`src/rtl/cdb_arbiter_pkg.sv`:
```
// Shared Tomasulo result-bus definitions: widths, the reserved idle tag,
// the buffered result record and the wrap-safe age comparison.
// The age comparison is only consumed when CDB_AGE_PRIO_EN is defined.
package cdb_arbiter_pkg;

  localparam int TAG_W  = 3;
  localparam int DATA_W = 16;
  localparam int AGE_W  = 10;
  localparam int CDB_W  = TAG_W + DATA_W;

  // Tag 0 means "no producer": it never travels on the bus as a real result.
  localparam logic [TAG_W-1:0] TAG_NONE = 3'b000;

  // One buffered result as held in a source FIFO.
  typedef struct packed {
    logic [TAG_W-1:0]  tag;
    logic [DATA_W-1:0] data;
    logic [AGE_W-1:0]  age;
  } result_t;

  // a is older than b when (a - b) mod 2^AGE_W has its MSB set. This stays
  // correct across counter wrap as long as live stamps span < 2^(AGE_W-1).
  function automatic logic age_older(input logic [AGE_W-1:0] a,
                                     input logic [AGE_W-1:0] b);
    logic [AGE_W-1:0] diff;
    diff = a - b;
    return diff[AGE_W-1];
  endfunction

endpackage

```
`src/rtl/cdb_arbiter_result_fifo.sv`:
```
// Per-source result FIFO. Holds finished results until the CDB arbiter
// grants them. Full blocks pushes even when a pop happens the same cycle,
// so the ready seen by the source comes straight from registered state.
module cdb_arbiter_result_fifo
  import cdb_arbiter_pkg::*;
#(
  parameter int DEPTH = 2
) (
  input  logic    clk_i,
  input  logic    clr_ni,
  input  logic    push_i,
  input  logic    pop_i,
  input  result_t din_i,
  output result_t head_o,
  output logic    full_o,
  output logic    empty_o
);

  localparam int PTR_W = $clog2(DEPTH);
  localparam int CNT_W = PTR_W + 1;

  result_t          mem_q [DEPTH];
  logic [PTR_W-1:0] wr_ptr_q, wr_ptr_d;
  logic [PTR_W-1:0] rd_ptr_q, rd_ptr_d;
  logic [CNT_W-1:0] count_q, count_d;
  logic             do_push;
  logic             do_pop;

  assign full_o  = (count_q == CNT_W'(DEPTH));
  assign empty_o = (count_q == '0);
  assign head_o  = mem_q[rd_ptr_q];

  // Guard both operations here too so a misbehaving caller cannot corrupt
  // the pointers or the occupancy count.
  assign do_push = push_i & ~full_o;
  assign do_pop  = pop_i & ~empty_o;

  // Pointer and occupancy next-state; pointers wrap naturally since DEPTH is a power of two.
  always_comb begin
    wr_ptr_d = wr_ptr_q;
    rd_ptr_d = rd_ptr_q;
    count_d  = count_q;
    if (do_push) begin
      wr_ptr_d = wr_ptr_q + PTR_W'(1);
    end
    if (do_pop) begin
      rd_ptr_d = rd_ptr_q + PTR_W'(1);
    end
    case ({do_push, do_pop})
      2'b10:   count_d = count_q + CNT_W'(1);
      2'b01:   count_d = count_q - CNT_W'(1);
      default: count_d = count_q;
    endcase
  end

  // Control state; clearing the count is what discards buffered results on reset.
  always_ff @(posedge clk_i or negedge clr_ni) begin
    if (!clr_ni) begin
      wr_ptr_q <= '0;
      rd_ptr_q <= '0;
      count_q  <= '0;
    end else begin
      wr_ptr_q <= wr_ptr_d;
      rd_ptr_q <= rd_ptr_d;
      count_q  <= count_d;
    end
  end

  // Entry storage needs no reset: an entry is only read once the count says it is valid.
  always_ff @(posedge clk_i) begin
    if (do_push) begin
      mem_q[wr_ptr_q] <= din_i;
    end
  end

endmodule

```
`src/rtl/cdb_arbiter.sv`:
```
// Common data bus write-back arbiter. Each functional unit drops finished
// results into its own small FIFO; one result per cycle is granted and
// registered onto the CDB as {tag, data}, tag 0 meaning an idle bus.
// Default grant order is round-robin. Defining CDB_AGE_PRIO_EN switches
// to oldest-issue-stamp-first, with ties going to the lowest source index.
module cdb_arbiter
  import cdb_arbiter_pkg::*;
#(
  parameter int  NSRC  = 3,
  parameter int  DEPTH = 2,
  localparam int SRC_W = (NSRC > 1) ? $clog2(NSRC) : 1
) (
  input  logic                   CLK,
  input  logic                   CLR,
  input  logic [NSRC-1:0]        res_valid,
  input  logic [NSRC*TAG_W-1:0]  res_tag,
  input  logic [NSRC*DATA_W-1:0] res_data,
  input  logic [NSRC*AGE_W-1:0]  res_age,
  output logic [NSRC-1:0]        res_ready,
  output logic [CDB_W-1:0]       cdb,
  output logic                   cdb_valid,
  output logic [SRC_W-1:0]       cdb_src,
  output logic                   err_tag0
);

  logic [NSRC-1:0] fifo_full;
  logic [NSRC-1:0] fifo_empty;
  logic [NSRC-1:0] fifo_push;
  logic [NSRC-1:0] fifo_pop;
  logic [NSRC-1:0] tag0_try;
  result_t         fifo_head [NSRC];

  logic            grant_valid;
  logic [SRC_W-1:0] grant_idx;
  result_t         grant_entry;

  logic [CDB_W-1:0] cdb_q, cdb_d;
  logic [SRC_W-1:0] cdb_src_q, cdb_src_d;
  logic             err_q, err_d;
`ifndef CDB_AGE_PRIO_EN
  logic [SRC_W-1:0] rr_ptr_q, rr_ptr_d;
  logic             unused_age;
`endif

  // One FIFO per source. A tag-0 result is never stored; it only raises
  // the sticky error, and only when the handshake would have accepted it.
  for (genvar gi = 0; gi < NSRC; gi++) begin : g_src
    logic [TAG_W-1:0] tag_in;
    result_t          entry_in;

    assign tag_in        = res_tag[gi*TAG_W +: TAG_W];
    assign entry_in      = {tag_in, res_data[gi*DATA_W +: DATA_W], res_age[gi*AGE_W +: AGE_W]};
    assign fifo_push[gi] = res_valid[gi] & ~fifo_full[gi] & (tag_in != TAG_NONE);
    assign tag0_try[gi]  = res_valid[gi] & ~fifo_full[gi] & (tag_in == TAG_NONE);
    assign fifo_pop[gi]  = grant_valid & (grant_idx == SRC_W'(gi));

    cdb_arbiter_result_fifo #(
      .DEPTH (DEPTH)
    ) u_fifo (
      .clk_i   (CLK),
      .clr_ni  (CLR),
      .push_i  (fifo_push[gi]),
      .pop_i   (fifo_pop[gi]),
      .din_i   (entry_in),
      .head_o  (fifo_head[gi]),
      .full_o  (fifo_full[gi]),
      .empty_o (fifo_empty[gi])
    );
  end

  assign res_ready = ~fifo_full;

`ifdef CDB_AGE_PRIO_EN
  // Oldest head wins; a later source replaces the pick only if strictly older, so ties favour the lower index.
  always_comb begin
    grant_valid = 1'b0;
    grant_idx   = '0;
    grant_entry = '0;
    for (int i = 0; i < NSRC; i++) begin
      if (!fifo_empty[i] && (!grant_valid || age_older(fifo_head[i].age, grant_entry.age))) begin
        grant_valid = 1'b1;
        grant_idx   = SRC_W'(i);
        grant_entry = fifo_head[i];
      end
    end
  end
`else
  // Round-robin search starting at rr_ptr; the first non-empty FIFO found is granted.
  always_comb begin
    int               cand;
    logic [SRC_W-1:0] cand_idx;
    grant_valid = 1'b0;
    grant_idx   = '0;
    grant_entry = '0;
    cand        = 0;
    cand_idx    = '0;
    for (int k = 0; k < NSRC; k++) begin
      cand = int'(rr_ptr_q) + k;
      if (cand >= NSRC) begin
        cand = cand - NSRC;
      end
      cand_idx = SRC_W'(cand);
      if (!grant_valid && !fifo_empty[cand_idx]) begin
        grant_valid = 1'b1;
        grant_idx   = cand_idx;
        grant_entry = fifo_head[cand_idx];
      end
    end
  end

  // Issue stamps travel through the FIFOs but do not steer round-robin grants.
  assign unused_age = ^grant_entry.age;
`endif

  // Bus next-state: an idle cycle drives tag 0 and keeps the last granted source index.
  always_comb begin
    cdb_d     = '0;
    cdb_src_d = cdb_src_q;
    err_d     = err_q | (|tag0_try);
`ifndef CDB_AGE_PRIO_EN
    rr_ptr_d  = rr_ptr_q;
`endif
    if (grant_valid) begin
      cdb_d     = {grant_entry.tag, grant_entry.data};
      cdb_src_d = grant_idx;
`ifndef CDB_AGE_PRIO_EN
      if (int'(grant_idx) == NSRC - 1) begin
        rr_ptr_d = '0;
      end else begin
        rr_ptr_d = grant_idx + SRC_W'(1);
      end
`endif
    end
  end

  // Registered CDB, source index, sticky error and round-robin pointer.
  always_ff @(posedge CLK or negedge CLR) begin
    if (!CLR) begin
      cdb_q     <= '0;
      cdb_src_q <= '0;
      err_q     <= 1'b0;
`ifndef CDB_AGE_PRIO_EN
      rr_ptr_q  <= '0;
`endif
    end else begin
      cdb_q     <= cdb_d;
      cdb_src_q <= cdb_src_d;
      err_q     <= err_d;
`ifndef CDB_AGE_PRIO_EN
      rr_ptr_q  <= rr_ptr_d;
`endif
    end
  end

  assign cdb       = cdb_q;
  assign cdb_valid = |cdb_q[CDB_W-1:DATA_W];
  assign cdb_src   = cdb_src_q;
  assign err_tag0  = err_q;

endmodule

```
`config.mk`:
```
export PLATFORM = sky130hd
export DESIGN_NAME = cdb_arbiter
export DESIGN_NICKNAME = d
export VERILOG_FILES = /design/src/rtl/cdb_arbiter_pkg.sv /design/src/rtl/cdb_arbiter_result_fifo.sv /design/src/rtl/cdb_arbiter.sv
export SDC_FILE = /design/constraint.sdc
export NUM_CORES = 1
export LEC_CHECK = 0
export CAP_MARGIN = 20
export CELL_PAD_IN_SITES_DETAIL_PLACEMENT = 1
export CELL_PAD_IN_SITES_GLOBAL_PLACEMENT = 2
export CORE_MARGIN = 4
export CORE_UTILIZATION = 39
export CTS_CLUSTER_SIZE = 8
export DETAILED_ROUTE_END_ITERATION = 10
export MAX_ROUTING_LAYER = met4
export PLACE_DENSITY_LB_ADDON = 0.3
export SLEW_MARGIN = 20
export SYNTH_ARGS = -nofsm -noshare
export SYNTH_HDL_FRONTEND = slang
export SYNTH_SLANG_ARGS = --single-unit
```
`constraint.sdc`:
```
create_clock -name CLK -period 5.6 [get_ports CLK]
set_input_delay 1.12 -clock CLK [delete_from_list [all_inputs] [get_ports CLK]]
set_output_delay 1.12 -clock CLK [all_outputs]
set_load 0.01 [all_outputs]
```
After elaboration in Yosys (flattened, before gate mapping). Memory sizes are Yosys's and may differ from the RTL's. Cells that the tools add are included.

Memories: 3. Flip-flop bits (word level): 36. RAM bits: 174.

Eq/ne operators: 12. Mux-type cells: 38. $add $sub $neg: 18. Reduce and logical (&&, ||, !) cells: 20. Bitwise gates (word level): 29. Order comparisons: 9.

Memories: g_src[0].u_fifo.mem_q (depth 2, width 29, rd ports 1, clocked after memory_dff 0, wr ports 1, RTL line cdb_arbiter_result_fifo.sv:22) `result_t mem_q [DEPTH];`; g_src[1].u_fifo.mem_q (depth 2, width 29, rd ports 1, clocked after memory_dff 0, wr ports 1, RTL line cdb_arbiter_result_fifo.sv:22); g_src[2].u_fifo.mem_q (depth 2, width 29, rd ports 1, clocked after memory_dff 0, wr ports 1, RTL line cdb_arbiter_result_fifo.sv:22).

Operators by type and width (number): 29-bit 2-to-1 mux (9); 29-bit binary-select mux with 2-bit select (3); 19-bit 2-to-1 mux (1); 1-bit bitwise AND (18); 2-bit equality test (second input constant) (8); 2-bit 2-to-1 mux (7); 1-bit 2-to-1 mux (12); 2-bit case mux with 2 select lines (3); 3-bit >= comparator (second input constant) (3); 3-bit logical NOT (3); 2-bit by 3-bit less-than comparator with 1-bit output (second input constant) (3); 2-bit inverter with 3-bit output (3); 3-bit nonzero test (3); 2-bit by 1-bit adder with 2-bit output (second input constant) (4); 2-bit by 1-bit equality test with 1-bit output (second input constant) (4); 2-bit logical NOT (4); 1-bit adder (second input constant) (6); 1-bit binary-select mux with 2-bit select (3); 3-bit by 2-bit >= comparator with 1-bit output (second input constant) (2); 1-bit inverter (6); 2-bit nonzero test (3); 3-bit OR reduction (2); 2-bit by 1-bit subtractor with 2-bit output (second input constant) (3); 2-bit subtractor (second input constant) (3); 7 further kinds (10).

Logic depth before layout (Yosys ltp).
Depth in word-level cells: 16. Gate-level depth with buffers: 11. Depth with buffers taken out: 10.

Hierarchy. From an unflattened synthesis, not the netlist that was laid out.

Cells, all modules: 630. Area, all modules: 9486.6 sq um.

Modules (own cells, without submodules): cdb_arbiter_result_fifo (area an instance 2287.2 sq um, seq. area each 1841.8 sq um, instances 3, cells each 108); cdb_arbiter (area an instance 2625.0 sq um, seq. area each 600.6 sq um, instances 1, cells each 306).

Least setup slack after synthesis. Ideal clock, no wire load.

Path kind: register to register. From: register rr_ptr_q[0]. To: register g_src[2].u_fifo.count_q[1]. Library setup time: 79 ps. Arrival time: 2551 ps. Required time: 5521 ps. Period minus slack after synthesis: 2631 ps. Path slack: 2969 ps. Buffers on the path: 1. Cell stages (with the launch flop): 11. Cell sequence: dfrtp_1 -> inv_1 -> ha_1 -> buf_2 -> nor4b_1 -> a211oi_1 -> nand3_2 -> a311oi_4 -> ha_1 -> nor2_1 -> xor2_1.

Longest elaborated chain between the ends: 16.

Ends and longest elaborated chain: start: declaration (RTL line cdb_arbiter.sv:41) `logic [SRC_W-1:0] rr_ptr_q, rr_ptr_d;`; start signal: assignment (RTL line cdb_arbiter.sv:150) `rr_ptr_q <= rr_ptr_d;`; 2-bit by 1-bit adder with 3-bit output (RTL line cdb_arbiter.sv:98) `cand = int'(rr_ptr_q) + k;`; 3-bit by 2-bit >= comparator with 1-bit output or 2-bit subtractor (tied branches) (RTL line cdb_arbiter.sv:99, cdb_arbiter.sv:100); 2-bit 2-to-1 mux (RTL line cdb_arbiter.sv:99) `if (cand >= NSRC) begin`; 1-bit binary-select mux with 2-bit select (RTL line cdb_arbiter.sv:103) `if (!grant_valid && !fifo_empty[cand_idx]) begin`; 1-bit 2-to-1 mux (implied by the code) (RTL line cdb_arbiter.sv:103); 1-bit logical NOT (RTL line cdb_arbiter.sv:103); 1-bit logical AND (RTL line cdb_arbiter.sv:103); 1-bit 2-to-1 mux (RTL line cdb_arbiter.sv:103); 1-bit logical NOT (RTL line cdb_arbiter.sv:103); 1-bit logical AND (RTL line cdb_arbiter.sv:103); 2-bit 2-to-1 mux (RTL line cdb_arbiter.sv:103); 2-bit equality test (RTL line cdb_arbiter.sv:55) `assign fifo_pop[gi] = grant_valid & (grant_idx == SRC_W'(gi));`; 1-bit bitwise AND * (RTL line cdb_arbiter.sv:55); 1-bit bitwise AND * (RTL line cdb_arbiter_result_fifo.sv:36) `assign do_pop = pop_i & ~empty_o;`; via g_src[2].u_fifo.do_pop (RTL line cdb_arbiter_result_fifo.sv:27) `logic do_pop;`; 2-bit by 1-bit equality test with 1-bit output or 2-bit equality test (tied branches) (RTL line cdb_arbiter_result_fifo.sv:49) `case ({do_push, do_pop})`; 2-bit case mux with 2 select lines or 2-bit nonzero test (tied branches); end signal: assignment (RTL line cdb_arbiter_result_fifo.sv:65) `count_q <= count_d;`; end: declaration (RTL line cdb_arbiter_result_fifo.sv:25) `logic [CNT_W-1:0] count_q, count_d;`.

The timed path passes the listed nets; every way through them passes the cells marked *. The select of a mux whose other input is x is not followed. A chain may end at the register's enable or synchronous reset.

Worst setup path in the final report.
From: register rr_ptr_q[1]. To: register g_src[2].u_fifo.count_q[1].

The elaborated chain is that of the path after synthesis.

==> impl_metrics.tcl <==
set metrics [dict create \
    wl_per_cell_um 22.0 \
    fin_worst_skew_ns 0.0120 \
    powerDensity_nw_per_um2 654 \
    p_leak_nw 3.18 \
    ys_types 54 \
    multiInputGateArea_um2 2620 \
    n_antenna_cell 0 \
    syn_area_um2 7140 \
    rsz0062_at_grt "no" \
    hold_viol 0 \
    status "finished clean" \
    endpoint_kind "register" \
    clk_pin_slew_worst_paths_ns 0.06 \
    cts_hold_buf 0 \
    synth-simple-area-share_pct 11.4 \
    grt_pass1_wl_mm 31.0 \
    ys_top_cells_by_count "edfxtp_1, nor2_1, a211oi_1" \
    dp_hpwl_mm 13.9 \
    setup_tns_ns 0 \
    pin_count 118 \
    dr_total_vias 5088 \
    holdPathStages 1 \
    avgSynthCellArea_um2 12.3 \
    fin_crit_ns 3.64 \
    yosysTopAreaCellShare_pct 47.9 \
    r2r_slack_ns 1.96 \
    hold_start "cdb_src[0]$_DFFE_PN0P_" \
    yosysSeqAreaShare_pct 60.6 \
    gp_congestion 0.824 \
    synthArstFlopShare_pct 24.0 \
    cts_resized 0 \
    gr-usage-all-layers_pct 20.6 \
    finalMaxSlewViolations 0 \
    die_width_um 143 \
    synth_edf_count 114 \
    cts_sinks 150 \
    grt-ovfl-total 0 \
    timing.rr.end "g_src[2].u_fifo.count_q[1]$_DFFE_PN0P_" \
    drv_cap 0 \
    nets 758 \
    drtPass1Iterations 4 \
    syn-num-nets 680 \
    port_buffers 87 \
    cts_buffers 17 \
    drive_gt1_share_pct 11.6 \
    hold_end "cdb_src[0]$_DFFE_PN0P_" \
    drt_iter0_markers 329 \
    cts_max_path_buffers 2 \
    cp_max_fo 35 \
    relSlewSlack_pct 27.5 \
    cts_tree "done" \
    cts_root_buffer "clkbuf_16" \
    finalCritPeriodShare_pct 65.1 \
    fmax_ghz 0.274 \
    register_area_um2 4320 \
    core_area_um2 18000 \
    synth_top_family_by_area "compound AO/OA/AOI/OAI gates" \
    ys_warn_count 0 \
    via_per_inst 5.64 \
    n_fill_cell 1860 \
    tightestPinTransition_ns 1.09 \
    ys_ff_latch 150 \
    synthAdderAreaFrac_pct 1.05 \
    r2r-start "rr_ptr_q[1]$_DFFE_PN0P_" \
    crit_type "reg2reg" \
    grt_max_degree 54 \
    hp-class "reg2reg" \
    synth_top_area_cell "edfxtp_1" \
    area_growth_pct 23.4 \
    grt_pass1_vias 5637 \
    antenna_found_initial 0 \
    worstPathRequired_ns 5.90 \
    initial_core_util_pct 39.7 \
    reg2reg_depth 10 \
    arrival_ns 3.94 \
    synth_xor_area_share_pct 1.84 \
    startpoint_type "register" \
    synthTopCellsByArea "edfxtp_1, dfrtp_1, nor2_1" \
    std_cell_rows 49 \
    ant_nets 0 \
    dieArea_um2 20500 \
    syn_inst 582 \
    cts-htree-levels 4 \
    muxShareOfSynthArea_pct 8.32 \
    die_h_um 143 \
    vdd_drop_max_v 0.000492 \
    ys.flop_type "edfxtp_1" \
    yosys.cell_count.top_type "edfxtp_1" \
    clk_latency_ns 0.43 \
    drc 0 \
    setup_viol 0 \
    power_mw 5.77 \
    final_util_pct 49.1 \
    wirelength_mm 19.8 \
    postCtsSetupBuffers 0 \
    synth_compound_area_share_pct 14.1 \
]
[stage by stage]
step	cell area [um2]	instances	setup slack [ns]	hold WS, ns
CTS	8810	902	1.92	0.508
global route	8810	902	1.65	0.518
global placement	8210	870	2.04	0.481
detailed placement	8210	870	1.95	0.496
floorplan	7140	582	2.97	0.468
finish	8810	902	1.96	0.506
[metal layers]
| layer | GRT usage [%] | vias up | routed length [um] |
|---|---|---|---|
| met3 | 3.66 | 20 | 572 |
| met4 | 6.89 | 0 | 394 |
| met1 | 23.1 | 2612 | 7770 |
| li1 | - | 2360 | - |
| met5 | - | - | 0 |
| met2 | 37.4 | 96 | 11100 |
[registers in the layout (all words and copies together), names as in the netlist]
signal	count
g_src.u_fifo.mem_q	114
cdb_src	2
g_src.u_fifo.count_q	6
g_src.u_fifo.wr_ptr_q	3
g_src.u_fifo.rd_ptr_q	3
cdb	19
err_tag0	1
rr_ptr_q	2
[how the worst max path moves through the flow]
stage                                                  end                     from
global route        g_src[2].u_fifo.count_q[1]$_DFFE_PN0P_  rr_ptr_q[1]$_DFFE_PN0P_
CTS                 g_src[2].u_fifo.count_q[1]$_DFFE_PN0P_  rr_ptr_q[1]$_DFFE_PN0P_
global placement    g_src[2].u_fifo.count_q[1]$_DFFE_PN0P_  rr_ptr_q[1]$_DFFE_PN0P_
detailed placement  g_src[2].u_fifo.count_q[1]$_DFFE_PN0P_  rr_ptr_q[1]$_DFFE_PN0P_
finish              g_src[2].u_fifo.count_q[1]$_DFFE_PN0P_  rr_ptr_q[1]$_DFFE_PN0P_
floorplan           g_src[2].u_fifo.count_q[1]$_DFFE_PN0P_  rr_ptr_q[0]$_DFFE_PN0P_
[cell usage in the layout (no fill, tap or decap), types with 7 or more instances in the layout]
cell type          n
buf_4             12
edfxtp_1         114
o21bai_1          21
nor2_1           108
clkdlybuf4s50_1   86
clkbuf_16         17
a211oi_1          46
nor3_1            23
nand2_1           10
xnor2_1            9
mux2_2            19
dfrtp_1           36
nand3_1            7
a31oi_1           11
o22ai_1           11
mux2i_1           38
a21oi_1            9
[worst max-delay path: stages (launching register included)]
cell and delay, ns:
dfrtp_1 0.41, inv_1 0.10, ha_1 0.57, nor3b_1 0.34, o31a_2 0.69, nand3_2 0.41
a311oi_4 0.42, ha_1 0.23, xnor2_1 0.13, nor2_1 0.07, xor2_1 0.14
[cell families after synthesis]
family	Yosys count
buf+inv	46
mux	57
fa+ha+maj	6
flops	150
compound gates	131
xor+xnor	15
simple gates	177
[cell type report]
type                            count  share of cell area, %
Sequential cell                   150                   49.1
Multi-Input combinational cell    386                   29.8
Timing Repair Buffer               99                   10.8
Clock buffer                       17                   4.83
Tap cell                          229                   3.25
Clock inverter                     15                   1.99
Inverter                            6                  0.256
[report_power, final]
| part | switching (mW) | internal, mW | total, mW |
|---|---|---|---|
| Clock | 0.543 | 0.606 | 1.15 |
| Sequential | 0.249 | 1.55 | 1.80 |
| Combinational | 1.65 | 1.17 | 2.82 |
| Total | 2.44 | 3.33 | 5.77 |
(Power assumes the default switching activity.)
